[config.mk]
export PLATFORM = sky130hd
export DESIGN_NAME = pe_row_drain
export DESIGN_NICKNAME = d
export VERILOG_FILES = /design/src/rtl/pe_pkg.sv /design/src/rtl/drain_fifo.sv /design/src/rtl/pe_row_drain.sv
export SDC_FILE = /design/constraint.sdc
export NUM_CORES = 1
export LEC_CHECK = 0
export CORE_MARGIN = 10
export CORE_UTILIZATION = 40
export DETAILED_ROUTE_END_ITERATION = 10
export RECOVER_POWER = 50
export SYNTH_ARGS = -nofsm -noshare
export SYNTH_HDL_FRONTEND = slang
export SYNTH_SLANG_ARGS = --single-unit
[constraint.sdc]
create_clock -name clk -period 5.49 [get_ports clk]
set_clock_uncertainty 0.05 [all_clocks]
set_input_delay 1.3725 -clock clk [delete_from_list [all_inputs] [get_ports clk]]
set_output_delay 1.3725 -clock clk [all_outputs]
set_load 0.05 [all_outputs]
[src/rtl/pe_pkg.sv]
// Shared types for the PE row result drain path.
// Entry widths follow the default row geometry; keep them in step with pe_row_drain parameters.
package pe_pkg;

    localparam int D_W     = 8;
    localparam int D_W_ACC = 16;
    localparam int ROW_N   = 4;
    localparam int IDX_W   = (ROW_N > 1) ? $clog2(ROW_N) : 1;

    typedef enum logic {
        IDLE  = 1'b0,
        BURST = 1'b1
    } drain_state_t;

    typedef struct packed {
        logic               last;
        logic [IDX_W-1:0]   idx;
        logic [D_W_ACC-1:0] data;
    } drain_entry_t;

endpackage

[src/rtl/drain_fifo.sv]
// Purpose: show-ahead synchronous FIFO of drain_entry_t with occupancy count.
// Latency: a pushed entry is at the head the cycle after its write edge.
// Backpressure: push is ignored when full unless a pop happens the same cycle.
module drain_fifo
    import pe_pkg::*;
#(
    parameter int DEPTH = 8
) (
    input  logic                   clk,
    input  logic                   rst,
    input  logic                   i_push,
    input  drain_entry_t           i_dat,
    input  logic                   i_pop,
    output drain_entry_t           o_dat,
    output logic                   o_full,
    output logic                   o_empty,
    output logic [$clog2(DEPTH):0] o_count
);

    localparam int AW = $clog2(DEPTH);

    drain_entry_t r_mem [DEPTH];
    logic [AW:0]  r_wr_ptr;
    logic [AW:0]  r_rd_ptr;
    logic         w_do_pop;
    logic         w_do_push;

    // Extra pointer MSB separates the full and empty cases when the low bits match.
    assign o_empty   = (r_wr_ptr == r_rd_ptr);
    assign o_full    = (r_wr_ptr[AW] != r_rd_ptr[AW]) &&
                       (r_wr_ptr[AW-1:0] == r_rd_ptr[AW-1:0]);
    assign o_count   = r_wr_ptr - r_rd_ptr;
    assign w_do_pop  = i_pop && !o_empty;
    assign w_do_push = i_push && (!o_full || w_do_pop);
    assign o_dat     = o_empty ? '0 : r_mem[r_rd_ptr[AW-1:0]];

    always_ff @(posedge clk or negedge rst) begin
        if (!rst) begin
            r_wr_ptr <= '0;
            r_rd_ptr <= '0;
        end else begin
            if (w_do_push) r_wr_ptr <= r_wr_ptr + 1'b1;
            if (w_do_pop)  r_rd_ptr <= r_rd_ptr + 1'b1;
        end
    end

    always_ff @(posedge clk) begin
        if (w_do_push) r_mem[r_wr_ptr[AW-1:0]] <= i_dat;
    end

endmodule

[src/rtl/pe_row_drain.sv]
// Purpose: buffer a PE row's N-word result burst, tag column/last, flag drops and short bursts (DRAIN_STATS_EN adds bursts_done).
// Latency: a captured word is on m_* the cycle after its capture edge.
// Backpressure: input cannot stall; words arriving while full with no pop are dropped and flagged.
module pe_row_drain
    import pe_pkg::*;
#(
    parameter int D_W_ACC = pe_pkg::D_W_ACC,
    parameter int N       = pe_pkg::ROW_N,
    parameter int DEPTH   = 8
) (
    input  logic                              clk,
    input  logic                              rst,
    input  logic                              in_valid,
    input  logic [D_W_ACC-1:0]                in_data,
    output logic                              m_valid,
    input  logic                              m_ready,
    output logic [D_W_ACC-1:0]                m_data,
    output logic [((N > 1) ? $clog2(N) : 1)-1:0] m_idx,
    output logic                              m_last,
    output logic [$clog2(DEPTH):0]            count,
    output logic                              overflow,
    output logic                              gap_err,
    input  logic                              clr
`ifdef DRAIN_STATS_EN
    ,
    output logic [15:0]                       bursts_done
`endif
);

    localparam int IW = (N > 1) ? $clog2(N) : 1;

    drain_state_t  r_state;
    logic [IW-1:0] r_k;
    logic          r_overflow;
    logic          r_gap_err;

    drain_entry_t  w_entry;
    drain_entry_t  w_head;
    logic          w_full;
    logic          w_empty;
    logic          w_pop;
    logic          w_push;
    logic          w_drop;
    logic          w_gap;
    logic          w_last;
    logic [IW-1:0] w_idx;

    // The row's last PE shifts out its own result first, so column index counts down.
    assign w_last  = (r_k == IW'(N - 1));
    assign w_idx   = IW'(N - 1) - r_k;
    assign w_entry = '{last: w_last, idx: w_idx, data: in_data};

    assign w_pop   = !w_empty && m_ready;
    assign w_push  = in_valid && (!w_full || w_pop);
    assign w_drop  = in_valid && w_full && !w_pop;
    assign w_gap   = (r_state == BURST) && !in_valid;

    drain_fifo #(
        .DEPTH (DEPTH)
    ) u_fifo (
        .clk     (clk),
        .rst     (rst),
        .i_push  (w_push),
        .i_dat   (w_entry),
        .i_pop   (w_pop),
        .o_dat   (w_head),
        .o_full  (w_full),
        .o_empty (w_empty),
        .o_count (count)
    );

    assign m_valid  = !w_empty;
    assign m_data   = w_head.data;
    assign m_idx    = w_head.idx;
    assign m_last   = w_head.last;
    assign overflow = r_overflow;
    assign gap_err  = r_gap_err;

    // k advances on every arriving word, dropped or not, so later tags stay aligned.
    always_ff @(posedge clk or negedge rst) begin
        if (!rst) begin
            r_state    <= IDLE;
            r_k        <= '0;
            r_overflow <= 1'b0;
            r_gap_err  <= 1'b0;
        end else begin
            if (in_valid) begin
                if (w_last) begin
                    r_k     <= '0;
                    r_state <= IDLE;
                end else begin
                    r_k     <= r_k + IW'(1);
                    r_state <= BURST;
                end
            end else if (r_state == BURST) begin
                r_k     <= '0;
                r_state <= IDLE;
            end
            r_overflow <= (r_overflow && !clr) || w_drop;
            r_gap_err  <= (r_gap_err && !clr) || w_gap;
        end
    end

`ifdef DRAIN_STATS_EN
    logic [15:0] r_bursts_done;
    logic        w_burst_end;

    assign w_burst_end = in_valid && w_last;
    assign bursts_done = r_bursts_done;

    always_ff @(posedge clk or negedge rst) begin
        if (!rst) begin
            r_bursts_done <= '0;
        end else if (clr) begin
            r_bursts_done <= w_burst_end ? 16'd1 : 16'd0;
        end else if (w_burst_end) begin
            r_bursts_done <= r_bursts_done + 16'd1;
        end
    end
`endif

endmodule

==> results.py <==
metrics = {
    "run_status": {
        "status": "finished clean",
    },
    "sta": {
        "max_slew_margin_pct": 16.7,
        "whs_ps": 464,
        "finalWorstSetupSlack_ps": 1060,
        "finalCriticalPeriod_ps": 4430,
        "hold_violations": 0,
        "fin_setup_tns_ps": 0,
        "tightest_slew_ps": 1230,
        "rsz0062_at_grt": "false",
        "max_freq_ghz": 0.226,
        "setup_viol": 0,
        "finalCritPeriodShare_pct": 80.7,
        "drv_slew": 0,
    },
    "critical_path": {
        "cp_max_fo": 23,
        "regToRegEndpoint": "u_fifo.r_mem[7][13]",
        "end_kind": "primary output",
        "r2r-start": "u_fifo.r_rd_ptr[1]",
        "worstSetupStartpointType": "flip-flop",
        "critPathLaunch": "u_fifo.r_rd_ptr[1]",
        "rrSetupSlack_ps": 2520,
        "r2r_cells": 6,
        "worstPathRequired_ps": 4070,
        "worstPathArrival_ps": 3010,
        "worstSetupPathType": "reg2out",
    },
    "floorplanning": {
        "core_region_area_um2": 16000,
        "start_util_pct": 41.1,
        "chipWidth_um": 148,
        "die_h_um": 148,
        "ios": 47,
        "die-area_um2": 22000,
        "fp-row-count": 46,
    },
    "grt": {
        "grt.overflow.total": 0,
        "grt_max_degree": 80,
        "grt_pass1_wl_um": 20400,
        "grt_pass1_vias": 3560,
        "grt_usage_pct": 12.2,
        "antenna_found_initial": 0,
    },
    "worst_hold_path": {
        "hold_start": "r_state",
        "hold_depth": 1,
        "whs_endpoint": "gap_err",
        "hp-class": "reg2reg",
    },
    "route": {
        "wl_per_cell_um": 19.6,
        "detail-route-antenna-nets": 0,
        "drtIter0Drc": 218,
        "vias_per_cell": 5.19,
        "num_vias": 3441,
        "drt_first_pass_iters": 5,
        "routed_wl_um": 13000,
        "drc": 0,
    },
    "final_layout": {
        "syn_to_final_growth_pct": 19.1,
        "num-nets-final": 466,
        "antenna_cells": 0,
        "drive_above_1_share_pct": 10.5,
    },
    "flow_run": {
        "drv_cap": 0,
    },
    "clock_network": {
        "clk_latency_ps": 410,
        "cts_buffer_depth": 2,
        "numCtsBuffers": 17,
        "cts.sinks": 165,
        "cts_tree": "built",
        "cts_root_buf": "clkbuf_16",
        "htreeDepth": 4,
        "ctsResizeCount": 0,
        "cts.clk_slew.worst_paths_ps": 60,
        "cts_setup_buffers": 0,
        "cts_hold_buf": 0,
    },
    "placement": {
        "dp_hpwl_um": 7700,
        "place.gp.congestion": 0.766,
        "io_buffers": 46,
        "pre_cts_ws_ps": 1470,
    },
    "yosys": {
        "netlist_area_um2": 6570,
        "synth-seq-area-share_pct": 74.4,
        "yosysWarnings": 0,
        "synthesis.area_per_instance_um2": 17.4,
        "yosysUniqueCellTypes": 33,
        "syn_inst": 377,
        "synth-seq-cells": 165,
        "syn_nets": 405,
    },
}
-- per-layer routing --
layer	part of all wire [%]	vias up	routed length, µm	GRT usage, %
met3	4.4	11	573	3.61
met2	51	82	6580	20.0
met4	1.5	0	191	5.00
met5	0	-	0	0
met1	44	1748	5660	14.8
li1	-	1600	-	-
-- final cells by class --
type                            count  area, µm²
Tap cell                          216        270
Clock inverter                      9       66.3
Inverter                           11       41.3
Multi-Input combinational cell    184       1550
Sequential cell                   165       4890
Fill cell                        1371       8170
Clock buffer                       19        433
Timing Repair Buffer               59        571
-- kinds of logic after synthesis --
group | Yosys count | share of synthesized area (%)
XOR/XNOR | 9 | 1.31
buffers and inverters | 28 | 2.15
AO/OA/AOI/OAI | 44 | 5.52
multiplexers | 79 | 12.1
flip-flops | 165 | 74.4
AND/OR/NAND/NOR | 45 | 3.10
adder cells (fa/ha/maj) | 7 | 1.45
-- critical path, stage by stage, from the launching register on --
cell and delay, ps:
dfrtp_1 510, inv_1 80, ha_1 340, nand4_1 100, buf_4 300, nand2_1 80, a221oi_1 310, clkdlybuf4s50_1 880
-- through the flow --
stage,instances,area (µm²),util [%]
after global routing,663,7830,48.9
after CTS,663,7840,49.0
after global placement,635,7340,45.9
after detailed placement,635,7340,45.9
after floorplan,377,6570,-
final,663,7830,48.9
-- synth_stat cells (all sizes together) --
library cell  number  area share [%]
inv               11            0.63
xor2               1            0.13
clkbuf             4            0.23
and3               1           0.095
nand2             22             1.3
or3                1            0.17
a22oi             20             2.3
o2bb2ai            1            0.13
mux2               3            0.51
a21o               1            0.11
xnor2              8             1.2
a21oi              1           0.076
fa                 1            0.30
nor2              10            0.61
nor3               2            0.15
buf               13             1.3
o311ai             1            0.25
dfrtp             13             4.9
ha                 6             1.1
a22o               2            0.27
nand4              2            0.19
nand2b             1           0.095
edfxtp           152              69
nand3              4            0.30
a221oi            18             2.4
mux2i             76              12
nor2b              1           0.095
and2               1           0.095
-- placed cells by master, fill, tap and decap left out, drive strengths merged, types with 2 or more instances in the layout --
cell type / netlist / routed
xnor2: 8 / 8
dlygate4sd3: 0 / 19
a22o: 2 / 2
clkdlybuf4s50: 0 / 27
edfxtp: 152 / 152
inv: 11 / 11
dfrtp: 13 / 13
clkbuf: 4 / 19
a22oi: 20 / 20
nand3: 4 / 4
ha: 6 / 6
buf: 13 / 13
a221oi: 18 / 18
mux2: 3 / 3
nor2: 10 / 10
clkinv: 0 / 7
nand2: 22 / 22
mux2i: 76 / 76
nand4: 2 / 2
nor3: 2 / 2
-- registers in the layout (all words and copies together), names as in the netlist --
| signal | flops |
|---|---|
| u_fifo.r_rd_ptr | 4 |
| gap_err | 1 |
| r_state | 1 |
| r_k | 2 |
| u_fifo.r_mem | 152 |
| overflow | 1 |
| u_fifo.r_wr_ptr | 4 |
-- worst max-delay path by stage --
stage / slack, ps / cells past startpoint / endpoint
floorplan: 1560 / 6 / m_data[10]
global placement: 1490 / 6 / m_idx[0]
detailed placement: 1470 / 7 / m_idx[0]
CTS: 970 / 7 / m_idx[0]
global route: 820 / 7 / m_idx[0]
finish: 1060 / 7 / m_idx[0]
Power is not shown: default switching activity piles up to over one toggle a cycle in this logic, so the estimate is an artifact.
